## src/rtl/arith_pkg.sv

```systemverilog
// Shared types and a reference helper for the arith_unit_pipe block.
//   op_e              : operation encoding driven on the 2-bit op port
//   state_e           : control FSM states
//   expected_result() : golden {carry, result} for a given op/operands;
//                       operands up to 32 bits, result masked to 2*width bits
package arith_pkg;

    typedef enum logic [1:0] {
        OP_ADD  = 2'b00,
        OP_SUB  = 2'b01,
        OP_MUL  = 2'b10,
        OP_RSVD = 2'b11
    } op_e;

    typedef enum logic [1:0] {
        IDLE,
        CALC,
        MUL,
        DONE
    } state_e;

    function automatic logic [64:0] expected_result(
        input op_e         op,
        input logic [31:0] a,
        input logic [31:0] b,
        input int          width
    );
        logic [63:0] mask;
        logic [63:0] r;
        logic        c;
        mask = (2 * width >= 64) ? '1 : ((64'd1 << (2 * width)) - 64'd1);
        r    = '0;
        c    = 1'b0;
        case (op)
            OP_ADD: begin
                r = {32'd0, a} + {32'd0, b};
                c = (r >> width) != 64'd0;
            end
            OP_SUB: begin
                r = {32'd0, a} - {32'd0, b};
                c = (a < b);
            end
            OP_MUL:  r = {32'd0, a} * {32'd0, b};
            default: r = '0;
        endcase
        return {c, r & mask};
    endfunction

endpackage

```

## src/rtl/cla_adder.sv

```systemverilog
// Combinational carry-lookahead adder.
//   x, y : WIDTH-bit addends
//   cin  : carry in
//   sum  : WIDTH-bit sum
//   cout : carry out of the top bit
// Bits are split into GROUP-sized blocks. Group generate/propagate terms
// give each block's carry-in directly; inside a block the carry ripples.
// A short final block behaves exactly like one zero-padded to GROUP bits.
module cla_adder #(
    parameter int WIDTH = 9,
    parameter int GROUP = 4
) (
    input  logic [WIDTH-1:0] x,
    input  logic [WIDTH-1:0] y,
    input  logic             cin,
    output logic [WIDTH-1:0] sum,
    output logic             cout
);
    localparam int NG = (WIDTH + GROUP - 1) / GROUP;

    logic [WIDTH-1:0] p;
    logic [WIDTH-1:0] g;
    logic [WIDTH-1:0] c;
    logic [NG:0]      gc;
    logic             grp_g;
    logic             grp_p;

    always_comb begin
        // NOTE: every variable assigned in a combinational block gets a
        // default first, so no path can leave it holding (a latch).
        p     = x ^ y;
        g     = x & y;
        gc    = '0;
        gc[0] = cin;
        grp_g = 1'b0;
        grp_p = 1'b1;
        for (int j = 0; j < NG; j++) begin
            grp_g = 1'b0;
            grp_p = 1'b1;
            for (int k = 0; k < GROUP; k++) begin
                if (j * GROUP + k < WIDTH) begin
                    grp_g = g[j*GROUP+k] | (p[j*GROUP+k] & grp_g);
                    grp_p = grp_p & p[j*GROUP+k];
                end
            end
            gc[j+1] = grp_g | (grp_p & gc[j]);
        end
        c = '0;
        for (int i = 0; i < WIDTH; i++) begin
            if (i % GROUP == 0) c[i] = gc[i/GROUP];
            else                c[i] = g[i-1] | (p[i-1] & c[i-1]);
        end
    end

    assign sum  = p ^ c;
    assign cout = gc[NG];

endmodule

```

## src/rtl/arith_unit_pipe.sv

```systemverilog
// ADD / SUB / unsigned MUL unit with valid/ready handshakes on both sides.
//   clk, reset          : rising-edge clock, asynchronous active-low reset
//   in_valid / in_ready : operation handshake (op, a, b captured on transfer)
//   op                  : 00 ADD, 01 SUB, 10 MUL, 11 reserved
//   a, b                : WIDTH-bit unsigned operands
//   out_valid/out_ready : result handshake
//   result              : 2*WIDTH-bit result
//   carry_out           : ADD carry / SUB borrow, 0 for MUL
//   op_err              : reserved op issued (meaningful while out_valid)
// One CLA of WIDTH+1 bits is shared: CALC uses it for ADD/SUB, MUL uses it
// for the shift-add accumulate. Every result passes through CALC, which
// loads the output registers, so MUL takes WIDTH iterations plus CALC.
module arith_unit_pipe
    import arith_pkg::*;
#(
    parameter int WIDTH     = 8,
    parameter int CLA_GROUP = 4
) (
    input  logic                 clk,
    input  logic                 reset,
    input  logic                 in_valid,
    output logic                 in_ready,
    input  logic [1:0]           op,
    input  logic [WIDTH-1:0]     a,
    input  logic [WIDTH-1:0]     b,
    output logic                 out_valid,
    input  logic                 out_ready,
    output logic [2*WIDTH-1:0]   result,
    output logic                 carry_out,
    output logic                 op_err
);
    localparam int CNT_W = (WIDTH > 1) ? $clog2(WIDTH) : 1;

    state_e               state_q,     state_d;
    op_e                  op_q,        op_d;
    logic [WIDTH-1:0]     a_q,         a_d;
    logic [WIDTH-1:0]     b_q,         b_d;
    logic [WIDTH:0]       hi_q,        hi_d;
    logic [WIDTH-1:0]     lo_q,        lo_d;
    logic [CNT_W-1:0]     cnt_q,       cnt_d;
    logic [2*WIDTH-1:0]   result_q,    result_d;
    logic                 carry_q,     carry_d;
    logic                 op_err_q,    op_err_d;
    logic                 out_valid_q, out_valid_d;

    logic [WIDTH:0]       cla_x;
    logic [WIDTH:0]       cla_y;
    logic [WIDTH:0]       cla_sum;
    logic                 cla_cin;
    logic                 cla_cout;
    logic                 accept;

    // A finished result can be drained and a new op taken in the same edge.
    assign in_ready = (state_q == IDLE) || ((state_q == DONE) && out_ready);
    assign accept   = in_valid && in_ready;

    // Shared adder operands. SUB is a + ~b + 1 over WIDTH+1 bits, so the
    // top sum bit is the borrow and the sum sign-extends to a - b.
    always_comb begin
        cla_x   = {1'b0, a_q};
        cla_y   = {1'b0, b_q};
        cla_cin = 1'b0;
        if (state_q == MUL) begin
            cla_x = hi_q;
            cla_y = lo_q[0] ? {1'b0, a_q} : '0;
        end else if (op_q == OP_SUB) begin
            cla_y   = {1'b1, ~b_q};
            cla_cin = 1'b1;
        end
    end

    cla_adder #(
        .WIDTH (WIDTH + 1),
        .GROUP (CLA_GROUP)
    ) u_cla (
        .x    (cla_x),
        .y    (cla_y),
        .cin  (cla_cin),
        .sum  (cla_sum),
        .cout (cla_cout)
    );

    always_comb begin
        state_d  = state_q;
        op_d     = op_q;
        a_d      = a_q;
        b_d      = b_q;
        hi_d     = hi_q;
        lo_d     = lo_q;
        cnt_d    = cnt_q;
        result_d = result_q;
        carry_d  = carry_q;
        op_err_d = op_err_q;
        unique case (state_q)
            IDLE, DONE: begin
                if ((state_q == DONE) && out_ready) state_d = IDLE;
                if (accept) begin
                    op_d  = op_e'(op);
                    a_d   = a;
                    b_d   = b;
                    hi_d  = '0;
                    lo_d  = b;
                    cnt_d = CNT_W'(WIDTH - 1);
                    state_d = (op_e'(op) == OP_MUL) ? MUL : CALC;
                end
            end
            CALC: begin
                op_err_d = 1'b0;
                unique case (op_q)
                    OP_ADD: begin
                        result_d = {{(WIDTH-1){1'b0}}, cla_sum};
                        carry_d  = cla_sum[WIDTH];
                    end
                    OP_SUB: begin
                        result_d = {{(WIDTH-1){cla_sum[WIDTH]}}, cla_sum};
                        carry_d  = cla_sum[WIDTH];
                    end
                    OP_MUL: begin
                        result_d = {hi_q[WIDTH-1:0], lo_q};
                        carry_d  = 1'b0;
                    end
                    OP_RSVD: begin
                        result_d = '0;
                        carry_d  = 1'b0;
                        op_err_d = 1'b1;
                    end
                endcase
                state_d = DONE;
            end
            MUL: begin
                // Add (or add zero), then shift {carry, sum, lo} right by one.
                {hi_d, lo_d} = {cla_cout, cla_sum, lo_q[WIDTH-1:1]};
                if (cnt_q == '0) state_d = CALC;
                else             cnt_d   = cnt_q - 1'b1;
            end
        endcase
        out_valid_d = (state_d == DONE);
    end

    // NOTE: state registers use non-blocking assignments so every flop
    // samples its pre-edge value regardless of statement order.
    always_ff @(posedge clk or negedge reset) begin
        if (!reset) begin
            state_q     <= IDLE;
            op_q        <= OP_ADD;
            a_q         <= '0;
            b_q         <= '0;
            hi_q        <= '0;
            lo_q        <= '0;
            cnt_q       <= '0;
            result_q    <= '0;
            carry_q     <= 1'b0;
            op_err_q    <= 1'b0;
            out_valid_q <= 1'b0;
        end else begin
            state_q     <= state_d;
            op_q        <= op_d;
            a_q         <= a_d;
            b_q         <= b_d;
            hi_q        <= hi_d;
            lo_q        <= lo_d;
            cnt_q       <= cnt_d;
            result_q    <= result_d;
            carry_q     <= carry_d;
            op_err_q    <= op_err_d;
            out_valid_q <= out_valid_d;
        end
    end

    assign out_valid = out_valid_q;
    assign result    = result_q;
    assign carry_out = carry_q;
    assign op_err    = op_err_q;

endmodule

```

## config.mk

```make
export PLATFORM = sky130hd
export DESIGN_NAME = arith_unit_pipe
export DESIGN_NICKNAME = d
export VERILOG_FILES = /design/src/rtl/arith_pkg.sv /design/src/rtl/cla_adder.sv /design/src/rtl/arith_unit_pipe.sv
export SDC_FILE = /design/constraint.sdc
export NUM_CORES = 1
export LEC_CHECK = 0
export CAP_MARGIN = 30
export CORE_MARGIN = 2
export CORE_UTILIZATION = 50
export CTS_CLUSTER_DIAMETER = 80
export DETAILED_ROUTE_END_ITERATION = 7
export DONT_BUFFER_PORTS = 1
export SYNTH_ARGS = -nofsm -noshare
export SYNTH_HDL_FRONTEND = slang
export SYNTH_SLANG_ARGS = --single-unit
```

## constraint.sdc

```tcl
create_clock -name clk -period 5.25 [get_ports clk]
set_input_delay 0.2625 -clock clk [delete_from_list [all_inputs] [get_ports clk]]
set_output_delay 0.2625 -clock clk [all_outputs]
set_load 0.1 [all_outputs]
```

Word-level counts from Yosys, hierarchy flattened
Cells that the tools add are included.
Widths: inputs -> output; s select.
Cells by class
  $add $sub $neg: 1
  multiply operators: 0
  div/mod/pow operators: 0
  $lt $le $gt $ge: 0
  equal/unequal tests: 10
  shifts and indexed selects: 0
  muxes and demuxes: 21
  bitwise gates (word level): 40
  reductions and logical operators: 13
Operator list (count)
  $pmux 16 s4: 1
  $mux 9: 4
  $and 1x1->1: 21
  $pmux 9 s2: 1
  $xor 9x9->9: 2
  $mux 8: 2
  $pmux 8 s2: 1
  $or 1x1->1: 15
  $eq 2x2->1 const B: 6
  $and 9x9->9: 1
  $mux 2: 4
  $not 8->8: 1
  $mux 3: 2
  $pmux 2 s3: 1
  $pmux 3 s2: 1
  $reduce_or 2->1: 3
  $eq 2x1->1 const B: 2
  $logic_not 2->1: 2
  $ne 2x2->1 const B: 2
  $reduce_and 2->1: 2
  $logic_not 3->1: 1
  $mux 1: 3
  $reduce_and 3->1: 1
  $sub 3x1->3 const B: 1
  other kinds (4): 5
Word-level totals
  register bits after elaboration: 59
  latch bits: 0
  memory bits (writable): 0
  bits in read-only memories: 0
  output and inout bits: 20
  logic and storage cells: 96
  memories kept: 0

Logic depth before layout (Yosys ltp)
  word-level depth: 19
  gate-level depth with buffers: 18

Cells and area by module
From an unflattened synthesis, not the netlist that was laid out.
Second synthesis, totals
  cell total of the unflattened synthesis: 320
  area total of the unflattened synthesis: 3393.3 µm²
By module, submodules not included
  arith_unit_pipe: instances 1, cells each 281, area an instance 3007.9 µm², sequential area each 1476.4 µm²
  cla_adder: instances 1, cells each 39, area an instance 385.4 µm², sequential area each 0.0 µm²

Least setup slack after synthesis
No wires, ideal clock.
  path kind: reg-to-reg
  start point: register state_q[0]
  end point: register result_q[7], in the netlist result[7]
  library setup time: 0.137 ns
  arrival time: 3.681 ns
  path slack: 1.432 ns
  cell stages (with the launch flop): 18
  buffers on the path: 2
  path through: dfrtp_1 -> inv_1 -> ha_1 -> buf_2 -> and2_1 -> clkbuf_1 -> nand2_1 -> o21ai_0 -> ha_1 -> and4_1 -> a221o_1 -> fa_1 -> fa_1 -> fa_1 -> xnor2_1 -> nor2_1 -> a21oi_1 -> a21oi_1
On the way
  cells in the longest elaborated chain, start to end: 18
Ends and longest elaborated chain
  from (decl): line arith_unit_pipe.sv:34  | state_e state_q, state_d;
  from (signal assigned): line arith_unit_pipe.sv:156  | state_q <= state_d;
  $eq 2x2->1: line arith_unit_pipe.sv:63  | if (state_q == MUL) begin
  $mux 9: line arith_unit_pipe.sv:63
  $xor 9x9->9 or $and 9x9->9 (tied branches): line cla_adder.sv:31, cla_adder.sv:32
  $and 1x1->1: line cla_adder.sv:42  | grp_g = g[j*GROUP+k] | (p[j*GROUP+k] & grp_g);
  $or 1x1->1: line cla_adder.sv:42
  $and 1x1->1: line cla_adder.sv:42
  $or 1x1->1: line cla_adder.sv:42
  $and 1x1->1: line cla_adder.sv:42
  [... 2 more ...]
  $and 1x1->1: line cla_adder.sv:51  | else c[i] = g[i-1] | (p[i-1] & c[i-1]);
  $or 1x1->1: line cla_adder.sv:51
  $and 1x1->1: line cla_adder.sv:51
  $or 1x1->1: line cla_adder.sv:51
  $and 1x1->1: line cla_adder.sv:51
  $or 1x1->1: line cla_adder.sv:51
  $xor 9x9->9: line cla_adder.sv:55  | assign sum = p ^ c;
  $pmux 16 s4: line arith_unit_pipe.sv:109  | unique case (op_q)
  to (signal assigned): line arith_unit_pipe.sv:163  | result_q <= result_d;
  to (decl): line arith_unit_pipe.sv:41  | logic [2*WIDTH-1:0] result_q, result_d;
Parallel ways exist; a longest one is shown, timed or not.
A chain may end at the register's enable or synchronous reset.

Worst setup path in the final report
Same ends and word-level chain as after synthesis.

==> results.yml <==
cells_and_area:
  multi_input_area_sq_um: 1600
  instances_no_fill: 394
  diodes: 0
  drive_gt1_frac: 0.167
  final_layout_fill_cell_count: 560
  area_growth_syn_to_layout_pct: 9.64
  combined_flip_flop_and_latch_cell_area_sq_um: 1480
  num-nets-final: 355
logic_synthesis:
  syn_area_sq_um: 3230
  synth-simple-area-share: 0.107
  yosys_warnings: 0
  synthDominantCellAreaShare: 0.457
  synth_compound_area_frac: 0.140
  synth.distinct_cells: 40
  synth-edff-count: 0
  synth_mux_area_frac: 0.125
  yosys.area_share.xor_xnor: 0.0271
  synthAdderAreaFrac: 0.0953
  synth_flop_cell: "dfrtp_1"
  synth-async-reset-ratio: 1.00
  synth.largest_area_cell: "dfrtp_1"
  synth-seq-area-share: 0.457
  synth_top_family_by_area: "compound AO/OA/AOI/OAI gates"
  post_synth.cell_area_avg_sq_um: 10.4
  synth-seq-cells: 59
  syn-instance-count: 312
  yosys-top-cells-area: "dfrtp_1 (46%), mux2_2 (9.8%), ha_1 (5.8%), a21oi_1 (4.8%), nand2_1 (3.8%)"
  syn_nets: 355
timing:
  min_period_over_period: 0.833
  maxSlewViolCount: 0
  timing_hold_violations_final: 0
  skew_ns: 0.00827
  tns_ns: 0
  worst-slew-pin-transition_ns: 0.916
  max_transition_margin: 0.389
  grt_setup_unrepaired: "false"
  finalSetupViolations: 0
  layout_setup_ws_ns: 0.876
  max_freq_ghz: 0.229
  min_period_ns: 4.37
run:
  drv.max_cap_violation_count: 0
clocking:
  numCtsBuffers: 9
  clk_transition_reported_paths_ns: 0.07
  tritoncts: "done"
  cts.root.buffer_cell: "clkbuf_8"
  htree_levels: 3
  cts_post_setup_buffers_inserted: 0
  clock_buffer_depth: 2
  clock_insertion_delay_worst_skew_ns: 0.34
  cts.sinks: 59
critical_path:
  endpoint_kind: "register"
  crit_path_start_kind: "register"
  crit_arrival_ns: 4.59
  cpMostUsedCell: "fa_1"
  critical_path_peak_fanout: 17
  worstSetupPathType: "register to register"
  worst_path_max_delay_cell: "ha_1"
  critPathMaxStageDelay_ns: 0.52
  crit_chain: "inv_1, ha_1, buf_4, mux2_2, ha_1, and4_1, a221o_1, fa_1, fa_1, fa_1, xnor2_1, nor2_1, a21oi_1, a21oi_1"
  cp.required_ns: 5.46
placed_design:
  pre_cts_slack_ns: 0.873
  numPlacedInstances: 375
  place.gp.congestion: 0.877
  place_hpwl_mm: 4.77
  portBuffers: 0
drt:
  avgRoutedWirePerCell_um: 16.6
  viasPerCell: 5.50
  routed_wl_mm: 6.55
  detail-route-antenna-nets: 0
  drc: 0
  dr_vias: 2166
  drtPass1Iterations: 4
  drt-initial-drc-count: 115
floorplan:
  effective_utilization_at_floorplan: 0.512
  floorplan.die.width_um: 84.4
  die_height_um: 84.4
  floorplan.rows: 29
  top_level_ports: 42
  dieArea_sq_um: 7120
  core_area_sq_um: 6310
global_route:
  grt_antenna_before_repair: 0
  global_route_wire_length_before_repair_mm: 10.9
  globalRoute.totalOverflow: 0
  groute.usage.overall: 0.197
  grt_start_max_net_pins: 60
  grt_pass1_vias: 2133
worst_hold_path:
  hold_path_class: "input pin to register"
outcome:
  outcome: "finished clean"
==> cell type report <==
class                           count  share of cell area
Sequential cell                    59               0.417
Timing Repair Buffer                8              0.0254
Inverter                           15              0.0159
Tap cell                           77              0.0272
Multi-Input combinational cell    219               0.451
Clock inverter                      5              0.0212
Clock buffer                       11              0.0427
==> final timing paths <==
| check | endpoint | slack [ns] | cells after the start | from |
|---|---|---|---|---|
| setup / recovery | result[7]$_DFFE_PN0P_ | 0.88 | 14 | state_q[0]$_DFF_PN0_ |
| hold / removal | state_q[0]$_DFF_PN0_ | 0.05 | 1 | op[1] |
| setup reg to reg | result[7]$_DFFE_PN0P_ | 0.88 | 14 | state_q[0]$_DFF_PN0_ |
| hold reg to reg | hi_q[8]$_DFFE_PN0P_ | 0.49 | 2 | hi_q[8]$_DFFE_PN0P_ |
| max in group asynchronous | lo_q[7]$_DFFE_PN0P_ | 4.54 | 2 | reset |
| min in group asynchronous | result[15]$_DFFE_PN0P_ | 0.46 | 2 | reset |
==> metrics by stage <==
step                      hold slack [ns]   util  area [sq um]
final                              0.0471  0.561          3540
after global routing               0.0321  0.561          3540
after CTS                          0.0326  0.560          3530
after detailed placement          -0.0316  0.518          3270
after global placement            -0.0315  0.516          3260
after floorplan                   -0.0331      -          3230
==> layer usage <==
metal	GRT usage	vias to the layer above	wire length [um]
met5	0	-	0
met4	0.0779	0	99
met3	0.0560	10	350
met2	0.277	47	2700
met1	0.289	1027	3410
li1	-	1082	-
==> flip-flops by register name, summed over array words and instances (netlist names) <==
register and count:
op_err 1, cnt_q 3, lo_q 8, op_q 2, hi_q 9, state_q 2
carry_out 1, result 16, b_q 8, out_valid 1, a_q 8
==> cells by family (layout without fill, tap and decap cells) <==
family | count (synthesis) | after routing
adder cells (fa/ha/maj) | 21 | 21
XOR/XNOR | 10 | 10
buffers and inverters | 34 | 39
multiplexers | 37 | 37
AND/OR/NAND/NOR | 75 | 75
flip-flops | 59 | 59
AO/OA/AOI/OAI | 76 | 76
==> worst max-delay path, delay by kind of cell (launching register included) <==
kind	cells	cell delay (ns)
adders and majority gates	5	1.97
AOI/OAI and AO/OA	3	0.58
buffers and inverters	2	0.43
DFF	1	0.42
muxes	1	0.39
and+or+nand+nor	2	0.25
xor gates and xnor gates	1	0.20
==> cells in the final DEF, fill, tap and decap left out, types with 2 or more instances in the layout <==
master	count
dfrtp_1	59
nand2_1	33
a21oi_1	31
mux2_2	28
o21ai_0	23
nor2_1	20
inv_1	15
ha_1	15
clkbuf_8	11
xnor2_1	9
mux2i_1	9
nor2b_1	6
fa_1	6
buf_4	5
nand3_1	4
o31ai_1	4
a21o_1	3
and3b_1	3
a22oi_1	3
clkinv_2	3
a221o_1	2
and2_1	2
o22ai_1	2
bufinv_16	2
==> Yosys cell counts (2+ instances only) <==
cell      number
and2_1         2
o31ai_1        4
a22oi_1        3
inv_1         15
nand3_1        4
buf_6          3
o21ai_0       23
nand2_1       33
xnor2_1        9
a221o_1        2
mux2_2        28
fa_1           6
clkbuf_1       9
mux2i_1        9
nor2_1        20
a21oi_1       31
ha_1          15
buf_2          6
o22ai_1        2
a21o_1         3
nor2b_1        6
dfrtp_1       59
and3b_1        3
==> timing repair <==
action | CTS | global route
endpoints found under the hold margin | 59 | 0
hold buffers | 2 | 0
resized for setup | 0 | 0
setup endpoints to repair | 0 | 0
Power is not shown: default switching activity piles up to over one toggle a cycle in this logic, so the estimate is an artifact.
